### src/rtl/malu_seq.sv
// Iterative RV32M/RV64M multiply/divide unit: shift-add multiplier and restoring
// divider on operand magnitudes, sign fix-up in a final cycle, valid/ready on both sides.
module malu_seq #(
  parameter int XLEN  = 32,
  parameter int CNT_W = $clog2(XLEN) + 1
) (
  input  logic            clk_i,
  input  logic            rst_n_i,
  input  logic            valid_i,
  output logic            ready_o,
  input  logic [2:0]      op_i,
  input  logic [XLEN-1:0] data0_i,
  input  logic [XLEN-1:0] data1_i,
  input  logic            flush_i,
  output logic            valid_o,
  input  logic            ready_i,
  output logic [XLEN-1:0] data_o
);

  typedef enum logic [1:0] {IDLE, CALC, FIX, DONE} state_t;

  localparam logic [XLEN-1:0] MIN_VAL = {1'b1, {(XLEN-1){1'b0}}};

  state_t              state_reg, state_next;
  logic [2:0]          op_reg;
  logic                neg_a_reg, neg_b_reg;
  logic [CNT_W-1:0]    cnt_reg;
  logic [2*XLEN:0]     acc_reg;
  logic [XLEN-1:0]     mcand_reg;
  logic [XLEN-1:0]     rem_reg, quot_reg;
  logic [XLEN-1:0]     data_reg;

  logic                accept;
  logic                is_div, sgn_a, sgn_b, neg_a, neg_b;
  logic [XLEN-1:0]     mag_a, mag_b;
  logic                div_zero, div_ovf;
  logic [XLEN-1:0]     special_res;
  logic [XLEN:0]       hi_sum;
  logic [2*XLEN:0]     acc_step;
  logic [XLEN:0]       shifted, diff;
  logic [XLEN-1:0]     rem_step, quot_step;
  logic [2*XLEN-1:0]   prod, prod_fix;
  logic [XLEN-1:0]     quot_fix, rem_fix, fix_res;

  assign ready_o = (state_reg == IDLE);
  assign valid_o = (state_reg == DONE);
  assign data_o  = data_reg;
  assign accept  = valid_i && ready_o && !flush_i;

  // Operand decode: rs1 is signed for MUL/MULH/MULHSU/DIV/REM, rs2 for all of those but MULHSU.
  assign is_div   = op_i[2];
  assign sgn_a    = !op_i[0] || (op_i == 3'b001);
  assign sgn_b    = sgn_a && (op_i != 3'b010);
  assign neg_a    = sgn_a && data0_i[XLEN-1];
  assign neg_b    = sgn_b && data1_i[XLEN-1];
  assign mag_a    = neg_a ? -data0_i : data0_i;
  assign mag_b    = neg_b ? -data1_i : data1_i;
  assign div_zero = is_div && (data1_i == '0);
  assign div_ovf  = is_div && !op_i[0] && (data0_i == MIN_VAL) && (data1_i == '1);

  always_comb begin
    special_res = '0;
    if (div_zero)
      special_res = op_i[1] ? data0_i : '1;
    else if (div_ovf)
      special_res = op_i[1] ? '0 : MIN_VAL;
  end

  // Multiply step: conditional add into the high half, then shift the whole accumulator right.
  assign hi_sum   = acc_reg[2*XLEN:XLEN] + (acc_reg[0] ? {1'b0, mcand_reg} : '0);
  assign acc_step = {1'b0, hi_sum, acc_reg[XLEN-1:1]};

  // Divide step: the trial difference is negative exactly when its top bit is set.
  assign shifted   = {rem_reg, quot_reg[XLEN-1]};
  assign diff      = shifted - {1'b0, mcand_reg};
  assign rem_step  = diff[XLEN] ? shifted[XLEN-1:0] : diff[XLEN-1:0];
  assign quot_step = {quot_reg[XLEN-2:0], !diff[XLEN]};

  assign prod     = acc_reg[2*XLEN-1:0];
  assign prod_fix = (neg_a_reg ^ neg_b_reg) ? -prod : prod;
  assign quot_fix = (neg_a_reg ^ neg_b_reg) ? -quot_reg : quot_reg;
  assign rem_fix  = neg_a_reg ? -rem_reg : rem_reg;

  always_comb begin
    case (op_reg)
      3'b000:                 fix_res = prod_fix[XLEN-1:0];
      3'b001, 3'b010, 3'b011: fix_res = prod_fix[2*XLEN-1:XLEN];
      3'b100, 3'b101:         fix_res = quot_fix;
      default:                fix_res = rem_fix;
    endcase
  end

  always_ff @(posedge clk_i or negedge rst_n_i) begin
    if (!rst_n_i)
      state_reg <= IDLE;
    else
      state_reg <= state_next;
  end

  always_comb begin
    state_next = state_reg;
    if (flush_i) begin
      state_next = IDLE;
    end else begin
      case (state_reg)
        IDLE: if (accept) state_next = (div_zero || div_ovf) ? DONE : CALC;
        CALC: if (cnt_reg == CNT_W'(1)) state_next = FIX;
        FIX:  state_next = DONE;
        DONE: if (ready_i) state_next = IDLE;
        default: state_next = IDLE;
      endcase
    end
  end

  always_ff @(posedge clk_i or negedge rst_n_i) begin
    if (!rst_n_i) begin
      op_reg    <= '0;
      neg_a_reg <= 1'b0;
      neg_b_reg <= 1'b0;
      cnt_reg   <= '0;
      acc_reg   <= '0;
      mcand_reg <= '0;
      rem_reg   <= '0;
      quot_reg  <= '0;
      data_reg  <= '0;
    end else begin
      case (state_reg)
        IDLE: begin
          if (accept) begin
            op_reg    <= op_i;
            neg_a_reg <= neg_a;
            neg_b_reg <= neg_b;
            cnt_reg   <= CNT_W'(XLEN);
            mcand_reg <= is_div ? mag_b : mag_a;
            acc_reg   <= {{(XLEN+1){1'b0}}, mag_b};
            quot_reg  <= mag_a;
            rem_reg   <= '0;
            if (div_zero || div_ovf)
              data_reg <= special_res;
          end
        end
        CALC: begin
          cnt_reg <= cnt_reg - CNT_W'(1);
          if (op_reg[2]) begin
            rem_reg  <= rem_step;
            quot_reg <= quot_step;
          end else begin
            acc_reg <= acc_step;
          end
        end
        FIX: begin
          if (!flush_i)
            data_reg <= fix_res;
        end
        default: ;
      endcase
    end
  end

endmodule

### config.mk
export PLATFORM = sky130hd
export DESIGN_NAME = malu_seq
export DESIGN_NICKNAME = d
export VERILOG_FILES = /design/src/rtl/malu_seq.sv
export SDC_FILE = /design/constraint.sdc
export NUM_CORES = 1
export LEC_CHECK = 0
export BUFFER_PORTS_ARGS = -buffer_cell sky130_fd_sc_hd__buf_4
export CORE_MARGIN = 2
export CORE_UTILIZATION = 57
export CTS_BUF_LIST = sky130_fd_sc_hd__clkbuf_16
export DETAILED_ROUTE_END_ITERATION = 8
export PLACE_DENSITY = 0.78
export SLEW_MARGIN = 20
export SYNTH_ARGS = -nofsm -noshare
export SYNTH_HDL_FRONTEND = slang
export SYNTH_SLANG_ARGS = --single-unit
export TNS_END_PERCENT = 5
### constraint.sdc
create_clock -name clk_i -period 3.23 [get_ports clk_i]
set_input_delay 0.646 -clock clk_i [delete_from_list [all_inputs] [get_ports clk_i]]
set_output_delay 0.646 -clock clk_i [all_outputs]
set_load 0.02 [all_outputs]
==> results of run 1 <==
## cells in the mapped netlist (all sizes together), types with 21 or more instances
| cell type | instances |
|---|---|
| nor2 | 207 |
| o41ai | 29 |
| clkbuf | 122 |
| nand3 | 27 |
| dfrtp | 205 |
| xnor2 | 105 |
| nand4 | 28 |
| a31oi | 21 |
| inv | 77 |
| a21o | 49 |
| nor4 | 22 |
| o211ai | 24 |
| nand2 | 296 |
| o21ai | 261 |
| o31ai | 43 |
| a21oi | 191 |
| mux2i | 34 |
| ha | 76 |
| or3 | 34 |
| nor3 | 45 |
| xor2 | 116 |
## repair_timing
action | in CTS | in global routing
endpoints found under the setup margin | 38 | 64
buffers inserted | 1 | 11
gates resized for setup | 18 | 63
pin swaps | 2 | 17
gates cloned | 1 | 1
## worst max-delay path, stage by stage (launching register included)
cell and delay, ns:
dfrtp_2 0.47, ha_2 0.33, o21a_1 0.19, o211ai_1 0.36, a2111oi_4 0.11, buf_4 0.16
or3_1 0.40, a31o_2 0.30, a21o_1 0.18, a21oi_1 0.16, xnor2_1 0.08, a311o_1 0.34
## logic make-up after synthesis
| group | Yosys count |
|---|---|
| simple gates | 770 |
| xor+xnor | 221 |
| fa+ha+maj | 78 |
| buf+inv | 216 |
| compound gates | 772 |
| flops | 205 |
| mux | 37 |
## worst paths after layout
kind                                  to  cells after the start  startpoint  slack (ns)
max                          rem_reg[18]                     11  rem_reg[5]        0.04
min                           cnt_reg[2]                      1     rst_n_i        0.17
max reg2reg                  rem_reg[18]                     11  rem_reg[5]        0.04
min reg2reg                   data_o[13]                      2  data_o[13]        0.48
max in group asynchronous  mcand_reg[27]                      2     rst_n_i        2.28
min in group clk_i          state_reg[0]                      2     flush_i        0.29
## power by group
part / internal (mW) / switching [mW]
Sequential: 3.40 / 0.941
Clock: 1.90 / 1.25
Combinational: 4.94 / 8.03
## metrics by stage
stage	utilization	setup TNS (ns)	instance area (um2)	setup slack, ns	hold WS [ns]
after floorplan	-	-0.0121	17700	-0.00606	0.350
after global placement	0.678	-10.35	20700	-0.299	0.464
after detailed placement	0.678	-10.47	20700	-0.245	0.470
after CTS	0.711	-0.105	21700	-0.0276	0.180
after global routing	0.723	-0.617	22100	-0.119	0.211
final	0.723	0	22100	0.0436	0.165
## cell type report
| class | instances | area (um2) |
|---|---|---|
| Inverter | 77 | 289 |
| Clock inverter | 18 | 216 |
| Clock buffer | 27 | 676 |
| Tap cell | 396 | 495 |
| Multi-Input combinational cell | 1878 | 12100 |
| Sequential cell | 205 | 5130 |
| Timing Repair Buffer | 399 | 3220 |
| Antenna cell | 1 | 2.50 |
| Fill cell | 2379 | 8460 |
## layer usage
metal / share of wire / vias to the layer above / wire length, um
li1: - / 8871 / -
met1: 0.39 / 9517 / 29400
met2: 0.43 / 1391 / 31900
met3: 0.12 / 254 / 9100
met4: 0.060 / 0 / 4500
met5: 0 / - / 0
==> summary.txt, run 1 <==
Floorplan
  – Row count: 64
  – Io pins: 106
  – Die height: 180 um
  – Initial Util: 0.578
  – Area of the die: 32400 um2
  – Core footprint: 30600 um2
  – Horiz. Die Dim: 180 um

STA
  – Tcrit/Tclk final: 0.986
  – Worst Clk Skew: 0.0197 ns
  – Fmax: 0.314 GHz
  – Final Hold Fails: 0
  – Worst-margin pin slew: 1.13 ns
  – Max-slew headroom: 0.239
  – RSZ-0062 raised after global routing: yes
  – Endpoints failing setup: 0
  – Final slew viol count: 0
  – Final Critical Period: 3.19 ns

Synthesis
  – Synth Instances: 2299
  – Number of flops mapped to enable cells by yosys: 0
  – Yosys top cell area share: 0.290
  – Largest area contributor in the netlist: dfrtp_1
  – Synth cell types: 76
  – Complex-gate fraction of the synthesized area: 0.273
  – Avg Inst Size Synth: 7.69 um2
  – YS warnings: 0
  – #FFs+latches synth: 205
  – Main combinational cell family by area after synthesis: compound AO/OA/AOI/OAI gates
  – Synth area leaders: dfrtp_1 29%, o21ai_0 7.2%, nand2_1 6.3%
  – Ys async rst share: 1.00
  – Mapped Area: 17700 um2
  – Post-synthesis mux area share: 0.0212
  – Synth Area in XOR/XNOR: 0.110
  – Mapped Nets: 2449
  – Simple-gate share of the synthesized area: 0.204
  – Adder-cell share of the synthesized area: 0.0561
  – Register area share after synthesis: 0.290
  – Main flop type after synthesis: dfrtp_1

CTS
  – Clock slew at reported path FFs: 0.06 ns
  – CTS max path bufs: 3
  – Hold-fix buffers, CTS: 0
  – CTS Buf Count: 26
  – CTS Root Cell: clkbuf_16
  – CTS tree: yes
  – CTS Sinks: 205
  – Worst-Skew Late Latency: 0.57 ns
  – Htree depth: 1

Routing
  – Post-Route WL: 74800 um
  – Residual DRC: 0
  – Final ANT Viol Nets: 0
  – Via count: 20000
  – Via/cell ratio: 6.68
  – Iteration-0 DRC Markers: 2938
  – TritonRoute pass-1 iters: 6
  – Post-DR wirelength/cell: 24.9 um

Global routing
  – M2 GR Usage: 0.664
  – GR peak layer: met2
  – Met1 GRT Util: 0.617
  – Grt met3 use: 0.100
  – Largest net degree at the start of global routing: 77
  – Vias in the first global route: 18300
  – Initial antenna violation count: 1
  – First-pass GRT wire length: 112000 um
  – Total grt overflow: 0
  – Gr usage total: 0.446

Cells and area
  – Most frequent cells in the layout: 380 x buf_4, 295 x nand2_1, 250 x o21ai_0
  – Nets: 2737
  – Area growth, synth to finish: 25.2%
  – Post-route insts no fill: 3001
  – Largest register FFs: 64
  – Share of cells above drive strength 1: 0.209
  – Commonest non-fill, non-tap cell in the layout: buf_4

Setup path
  – CP Class: flop to flop
  – Crit path max fanout: 6
  – Critical Path End Type: flop
  – CP Data Required Time: 3.68 ns
  – Setup crit start kind: flop
  – Critical Path AT: 3.64 ns

Pwr
  – VDD IR max: 928 uV
  – P_leak: 10.4 nW
  – Total power: 20.5 mW
  – Power density cells: 925 nW/um2

Status
  – Outcome: finished clean

Job
  – Max-Cap Viols: 0

Min path
  – Worst min-delay path class: primary input to asynchronous set/reset pin

Place
  – Placed cells: 2941
  – GP Congestion: 1.05
  – Port Buf Inserts: 105
  – DP HPWL: 57300 um
Note: power is estimated with default switching activity, not from simulation.
==> inputs of run 2 (changes only) <==
Settings changed: CORE_UTILIZATION 57 to 38, PLACE_DENSITY 0.78 to default.
Clock period 3.23 ns to 2.9 ns, I/O delays scaled along.
==> run 2 against run 1 <==
  * The run now ends with setup timing left
  * Setup slack lost 0.28 ns
  * First-iteration DRC count shrank 26%
  * Non-clock buffer count increased by 260
  * Maximum frequency rose by 1.5%
  * Worst hold slack worse by 0.016 ns
  * Clock skew rose by 0.044 ns
  * Via count grew 2.0%
  * Sequential power rose by 8.3%
  * Largest power group unchanged
==> summary.txt, run 2 (synthesis gave the netlist of run 1 again) <==
CTS
  – CTS Root Cell: clkbuf_16 (unchanged)
  – CTS Buf Count: 28 (was 26)
  – CTS Sinks: 205 (unchanged)
  – Htree depth: 1 (unchanged)
  – Clock slew at reported path FFs: 0.06 ns (about the same)
  – CTS max path bufs: 3 (unchanged)
  – CTS tree: yes (unchanged)
  – Worst-Skew Late Latency: 0.62 ns (was 0.57 ns)

Pwr
  – Power density cells: 1000 nW/um2 (was 925 nW/um2)
  – Int Power: 12.8 mW (was 10.2 mW)
  – Clock share of power: 0.145 (was 0.154)
  – P_leak: 11.8 nW (was 10.4 nW)
  – Seq pwr share: 0.187 (was 0.212)
  – Net Sw Frac: 0.491 (was 0.500)
  – Psw: 12.3 mW (was 10.2 mW)
  – Comb power frac: 0.668 (was 0.634)
  – VDD IR max: 983 uV (was 928 uV)

Cells and area
  – Post-route insts no fill: 3477 (was 3001)
  – Most frequent cells in the layout: 628 x buf_4, 292 x nand2_1, 236 x o21ai_0 (was 380 x buf_4, 295 x nand2_1, 250 x o21ai_0)
  – Commonest non-fill, non-tap cell in the layout: buf_4 (unchanged)
  – Nets: 2999 (was 2737)
  – Post-route cell area: 25000 um2 (was 22100 um2)
  – Largest register FFs: 64 (unchanged)
  – ANT cells: 0 (was 1)
  – Share of cells above drive strength 1: 0.307 (was 0.209)
  – Area growth, synth to finish: 41.3% (was 25.2%)

Floorplan
  – Io pins: 106 (unchanged)
  – Row count: 79 (was 64)
  – Die height: 220 um (was 180 um)
  – Core footprint: 46300 um2 (was 30600 um2)
  – Horiz. Die Dim: 220 um (was 180 um)
  – Initial Util: 0.382 (was 0.578)
  – Area of the die: 48300 um2 (was 32400 um2)

Routing
  – Post-DR wirelength/cell: 23.6 um (was 24.9 um)
  – Via count: 20400 (was 20000)
  – Post-Route WL: 82000 um (was 74800 um)
  – Final ANT Viol Nets: 0 (unchanged)
  – TritonRoute pass-1 iters: 6 (unchanged)
  – Via/cell ratio: 5.88 (was 6.68)
  – Residual DRC: 0 (unchanged)
  – Iteration-0 DRC Markers: 2172 (was 2938)

STA
  – RSZ-0062 raised after global routing: yes (unchanged)
  – Fmax: 0.318 GHz (was 0.314 GHz)
  – Final Hold Fails: 0 (unchanged)
  – WHS: 0.149 ns (was 0.165 ns)
  – Endpoints failing setup: 46 (was 0)
  – Final slew viol count: 0 (unchanged)
  – Tcrit/Tclk final: 1.08 (was 0.986)
  – Max-slew headroom: 0.417 (was 0.239)
  – Setup ws final: -0.240 ns (was 0.0436 ns)
  – Worst Clk Skew: 0.0640 ns (was 0.0197 ns)
  – Worst-margin pin slew: 0.863 ns (was 1.13 ns)
  – Final Critical Period: 3.14 ns (was 3.19 ns)

Global routing
  – M2 GR Usage: 0.522 (was 0.664)
  – Gr usage total: 0.336 (was 0.446)
  – Met1 GRT Util: 0.454 (was 0.617)
  – Largest net degree at the start of global routing: 77 (unchanged)
  – Grt met3 use: 0.0692 (was 0.100)
  – GR peak layer: met2 (unchanged)
  – Initial antenna violation count: 0 (was 1)
  – Vias in the first global route: 19600 (was 18300)
  – First-pass GRT wire length: 122000 um (was 112000 um)
  – Total grt overflow: 0 (unchanged)

Setup path
  – Slowest cell on the critical path: or4_4 (was dfrtp_2)
  – Reg2reg path depth: 8 (was 11)
  – CP most frequent cell: or4_4
  – Delay of the slowest critical-path stage: 0.60 ns (was 0.47 ns)
  – Crit path from: rem_reg[12] (was rem_reg[5])
  – FF-to-FF Start: rem_reg[12] (was rem_reg[5])
  – CP Data Required Time: 3.39 ns (was 3.68 ns)
  – Crit-path cells: or4_4 -> or4b_4 -> or4_4 -> o31ai_2 -> xor2_1 -> o22ai_2 -> nor2_2 -> o31ai_1 (was ha_2 -> o21a_1 -> o211ai_1 -> a2111oi_4 -> buf_4 -> or3_1 -> a31o_2 -> a21o_1 -> a21oi_1 -> xnor2_1 -> a311o_1)
  – Reg2reg setup slack: -0.24 ns (was 0.04 ns)
  – Critical Path End Type: flop (unchanged)
  – Worst Setup EP: data_o[29] (was rem_reg[18])
  – Crit path max fanout: 5 (was 6)
  – CP Class: flop to flop (unchanged)
  – Critical Path AT: 3.63 ns (was 3.64 ns)
  – Setup crit start kind: flop (unchanged)
  – FF-to-FF End: data_o[29] (was rem_reg[18])

Min path
  – Worst min-delay path class: primary input to flop (was primary input to asynchronous set/reset pin)
  – HP Start: flush_i

Place
  – DP HPWL: 64700 um (was 57300 um)
  – GP Congestion: 1.10 (was 1.05)
  – Post-DP Area: 23100 um2 (was 20700 um2)
  – Placed cells: 3408 (was 2941)
  – Port Buf Inserts: 105 (unchanged)

Job
  – Max-Cap Viols: 0 (unchanged)

Status
  – Outcome: finished, violations left (was finished clean)
  – Failing checks: setup timing
## run 2: layer usage
layer,vias up,share of wire
li1,9406,-
met1,9877,0.42
met2,965,0.44
met3,183,0.092
met4,0,0.047
met5,-,0
## run 2: power groups by stage
stage / clock (mW) / combinational, mW / sequential (mW)
floorplan: 0 / 8.09 / 4.71
global placement: 0 / 15.2 / 4.65
detailed placement: 0 / 15.4 / 4.68
CTS: 3.65 / 15.8 / 4.66
global route: 3.77 / 17.8 / 4.79
finish: 3.63 / 16.7 / 4.70
## run 2: worst min-delay path by stage
stage	endpoint	slack (ns)	cells past startpoint
after floorplan	acc_reg[0]	0.28	0
after global placement	data_o[22]	0.46	1
after detailed placement	mcand_reg[6]	0.47	2
after CTS	state_reg[1]	0.13	2
after global routing	state_reg[1]	0.15	2
final	state_reg[1]	0.15	2
## run 2: area by class of cell
type | instances | area, um2
fillers | 4436 | 21300
multi-input cells | 1878 | 12600
repair buffers | 659 | 5220
flip-flops and latches | 205 | 5140
well taps | 607 | 759
clock buffers | 28 | 701
inverters | 77 | 289
clock inverters | 23 | 240
## run 2: stage by stage
step	setup TNS, ns	utilization	setup WS (ns)	power [mW]
floorplan	-0.439	-	-0.0454	12.8
global placement	-34.41	0.499	-0.769	19.9
detailed placement	-37.28	0.499	-0.771	20.0
CTS	-3.55	0.531	-0.193	24.1
global route	-10.35	0.540	-0.313	26.3
finish	-4.67	0.540	-0.240	25.1
## run 2: critical path, delay by kind of cell (launching register included)
kind	cells	cell delay, ns
AND/OR/NAND/NOR	4	1.90
AO/OA/AOI/OAI	3	0.47
flip-flops	1	0.40
XOR/XNOR	1	0.29
## run 2: what timing repair did
item / in CTS / in global routing
resized for setup: 96 / 79
cloned: 1 / 0
endpoints found under the hold margin: 3 / 0
pin swaps: 30 / 30
buffers inserted: 9 / 8
hold buffers: 1 / 0
endpoints found under the setup margin: 68 / 76
==> inputs of run 3 (changes only) <==
Clock period 2.9 ns to 3.3 ns, I/O delays scaled along.
==> run 3 against run 2 <==
  * The flow still finishes with violations (setup timing)
  * Final cell count fell by 8.6%
  * Clock-buffer cell count decreased by 1
  * First-iteration DRC count is 0.55% higher
  * Wire length down 5.4%
  * Clock skew decreased by 0.045 ns
  * Final area fell by 12%
  * Setup slack gained 0.20 ns
  * Combinational power decreased by 25%
  * Global-route usage down 1.5 points
  * Register-to-register slack gained 0.20 ns
  * Highest routed layer is now met5
==> summary.txt, run 3 (synthesis gave the netlist of run 1 again) <==
Routing
  – Final ANT Viol Nets: 0 (unchanged)
  – Post-Route WL: 77600 um (was 82000 um)
  – Length of routed met2 wiring: 32400 um (was 35900 um)
  – Highest metal layer with signal wires: met5 (was met4)
  – Post-DR wirelength/cell: 24.4 um (was 23.6 um)
  – M1 WL: 34400 um (was 34600 um)
  – Residual DRC: 0 (unchanged)
  – Met3 Routed Length: 7390 um (was 7580 um)
  – Via/cell ratio: 5.98 (was 5.88)
  – Iteration-0 DRC Markers: 2184 (was 2172)
  – Via count: 19000 (was 20400)
  – TritonRoute pass-1 iters: 8 (was 6)

STA
  – Tcrit/Tclk final: 1.01 (was 1.08)
  – Endpoints failing setup: 1 (was 46)
  – RSZ-0062 raised after global routing: yes (unchanged)
  – Worst-margin pin slew: 0.985 ns (was 0.863 ns)
  – Setup ws final: -0.0384 ns (was -0.240 ns)
  – Final Critical Period: 3.34 ns (was 3.14 ns)
  – Fmax: 0.300 GHz (was 0.318 GHz)
  – Final Hold Fails: 0 (unchanged)
  – Worst Clk Skew: 0.0189 ns (was 0.0640 ns)
  – Max-slew headroom: 0.340 (was 0.417)
  – Final slew viol count: 0 (unchanged)

Setup path
  – CP Data Required Time: 3.75 ns (was 3.39 ns)
  – Slowest cell on the critical path: or4_4 (unchanged)
  – Setup crit start kind: flop (unchanged)
  – CP Class: flop to flop (unchanged)
  – Critical Path AT: 3.79 ns (was 3.63 ns)
  – Critical Path End Type: flop (unchanged)
  – Crit-path cells: or4_4 -> or4b_4 -> or3_4 -> o21ai_0 -> xor2_1 -> o221ai_1 -> a211oi_2 -> buf_4 -> o31ai_1 (was or4_4 -> or4b_4 -> or4_4 -> o31ai_2 -> xor2_1 -> o22ai_2 -> nor2_2 -> o31ai_1)
  – Delay of the slowest critical-path stage: 0.54 ns (was 0.60 ns)
  – Crit path max-delay family: simple AND/OR/NAND/NOR gates (unchanged)
  – Crit path max fanout: 4 (was 5)
  – Crit path buf inv count: 1 (was 0)

Floorplan
  – Die height: 220 um (unchanged)
  – Initial Util: 0.382 (unchanged)
  – Area of the die: 48300 um2 (unchanged)
  – Horiz. Die Dim: 220 um (unchanged)
  – Io pins: 106 (unchanged)
  – Core footprint: 46300 um2 (unchanged)
  – Row count: 79 (unchanged)

Place
  – GP Congestion: 1.01 (was 1.10)
  – Port Buf Inserts: 105 (unchanged)
  – Post-DP Area: 20800 um2 (was 23100 um2)
  – DP HPWL: 61500 um (was 64700 um)

CTS
  – Clock slew at reported path FFs: 0.07 ns (was 0.06 ns)
  – Htree depth: 1 (unchanged)
  – CTS Sinks: 205 (unchanged)
  – CTS Buf Count: 27 (was 28)
  – Post-CTS setup buffer count: 0 (was 9)
  – Worst-Skew Late Latency: 0.57 ns (was 0.62 ns)
  – CTS Root Cell: clkbuf_16 (unchanged)
  – CTS tree: yes (unchanged)
  – Hold-fix buffers, CTS: 0 (was 1)
  – CTS max path bufs: 3 (unchanged)

Pwr
  – P_leak: 10.2 nW (was 11.8 nW)
  – Power density cells: 907 nW/um2 (was 1000 nW/um2)
  – VDD IR max: 676 uV (was 983 uV)

Status
  – Outcome: finished, violations left (unchanged)
  – Failing checks: setup timing (unchanged)

Global routing
  – Largest net degree at the start of global routing: 97 (was 77)
  – First-pass GRT wire length: 116000 um (was 122000 um)
  – Total grt overflow: 0 (unchanged)
  – Vias in the first global route: 17800 (was 19600)
  – Gr usage total: 0.320 (was 0.336)
  – Initial antenna violation count: 3 (was 0)

Cells and area
  – Most frequent cells in the layout: 346 x buf_4, 295 x nand2_1, 252 x o21ai_0 (was 628 x buf_4, 292 x nand2_1, 236 x o21ai_0)
  – Commonest non-fill, non-tap cell in the layout: buf_4 (unchanged)
  – Fin util: 0.474 (was 0.540)
  – Area growth, synth to finish: 24.0% (was 41.3%)
  – FILL cells: 4615 (was 4436)
  – Share of cells above drive strength 1: 0.188 (was 0.307)
  – Post-route cell area: 21900 um2 (was 25000 um2)
  – Nets: 2700 (was 2999)
  – Largest register FFs: 64 (unchanged)

Job
  – Max-Cap Viols: 0 (unchanged)

Min path
  – Worst min-delay path class: primary input to asynchronous set/reset pin (was primary input to flop)
==> run 3: cell count changes in the layout (fill, tap and decap cells not counted), moves of 9 or more <==
cell | previous run | this run
buf_4 | 628 | 346
buf_6 | 11 | 0
ha_1 | 64 | 73
ha_4 | 11 | 1
o21ai_0 | 236 | 252
o21ai_1 | 19 | 8
==> run 3: report_power, final <==
part	internal [mW]	switching, mW	total [mW]	leakage (nW)
clock	1.81	1.31	3.11	0.438
sequential	3.32	0.917	4.24	2.68
combinational	4.62	7.90	12.5	7.04
total	9.75	10.1	19.9	10.2
==> run 3: worst paths after layout <==
kind                       slack (ns)         from      endpoint  cells past startpoint
min                             0.006      rst_n_i     neg_b_reg                      1
max reg2reg                     -0.04  rem_reg[13]    data_o[26]                      9
max in group asynchronous        2.43      rst_n_i   rem_reg[18]                      2
min reg2reg                      0.48   data_o[21]    data_o[21]                      2
min in group clk_i               0.28      flush_i  state_reg[1]                      2
max                             -0.04  rem_reg[13]    data_o[26]                      9
==> run 3: stage by stage <==
step	instances	TNS [ns]	setup WS (ns)	hold slack [ns]	power, mW
3_3_place_gp	3128	-7.44	-0.325	0.467	16.1
2_1_floorplan	2299	0	0.0181	0.364	11.1
5_1_grt	3177	-0.196	-0.0666	0.0651	21.0
6_report	3178	-0.0384	-0.0384	0.00615	19.9
4_1_cts	3177	0	0.0116	0.0469	19.4
3_5_place_dp	3128	-7.09	-0.237	0.472	16.2
==> run 3: what timing repair did <==
action                     CTS  global route
setup endpoints to repair   29            53
pin swaps                    1             3
gates resized for setup      5            36
==> run 3: layer usage <==
metal  up-vias  track usage
met5         -            0
li1       8802            -
met1      9111        0.462
met3       164       0.0577
met2       926        0.477
met4         4        0.116
==> run 3: layout make-up <==
| class | instances | area [um2] | area share |
|---|---|---|---|
| clock buffers | 27 | 676 | 0.0308 |
| inverters | 77 | 289 | 0.0132 |
| diodes | 1 | 2.50 | 0.000114 |
| well taps | 607 | 759 | 0.0347 |
| repair buffers | 361 | 2890 | 0.132 |
| multi-input cells | 1878 | 11900 | 0.545 |
| clock inverters | 22 | 224 | 0.0102 |
| flip-flops and latches | 205 | 5130 | 0.234 |
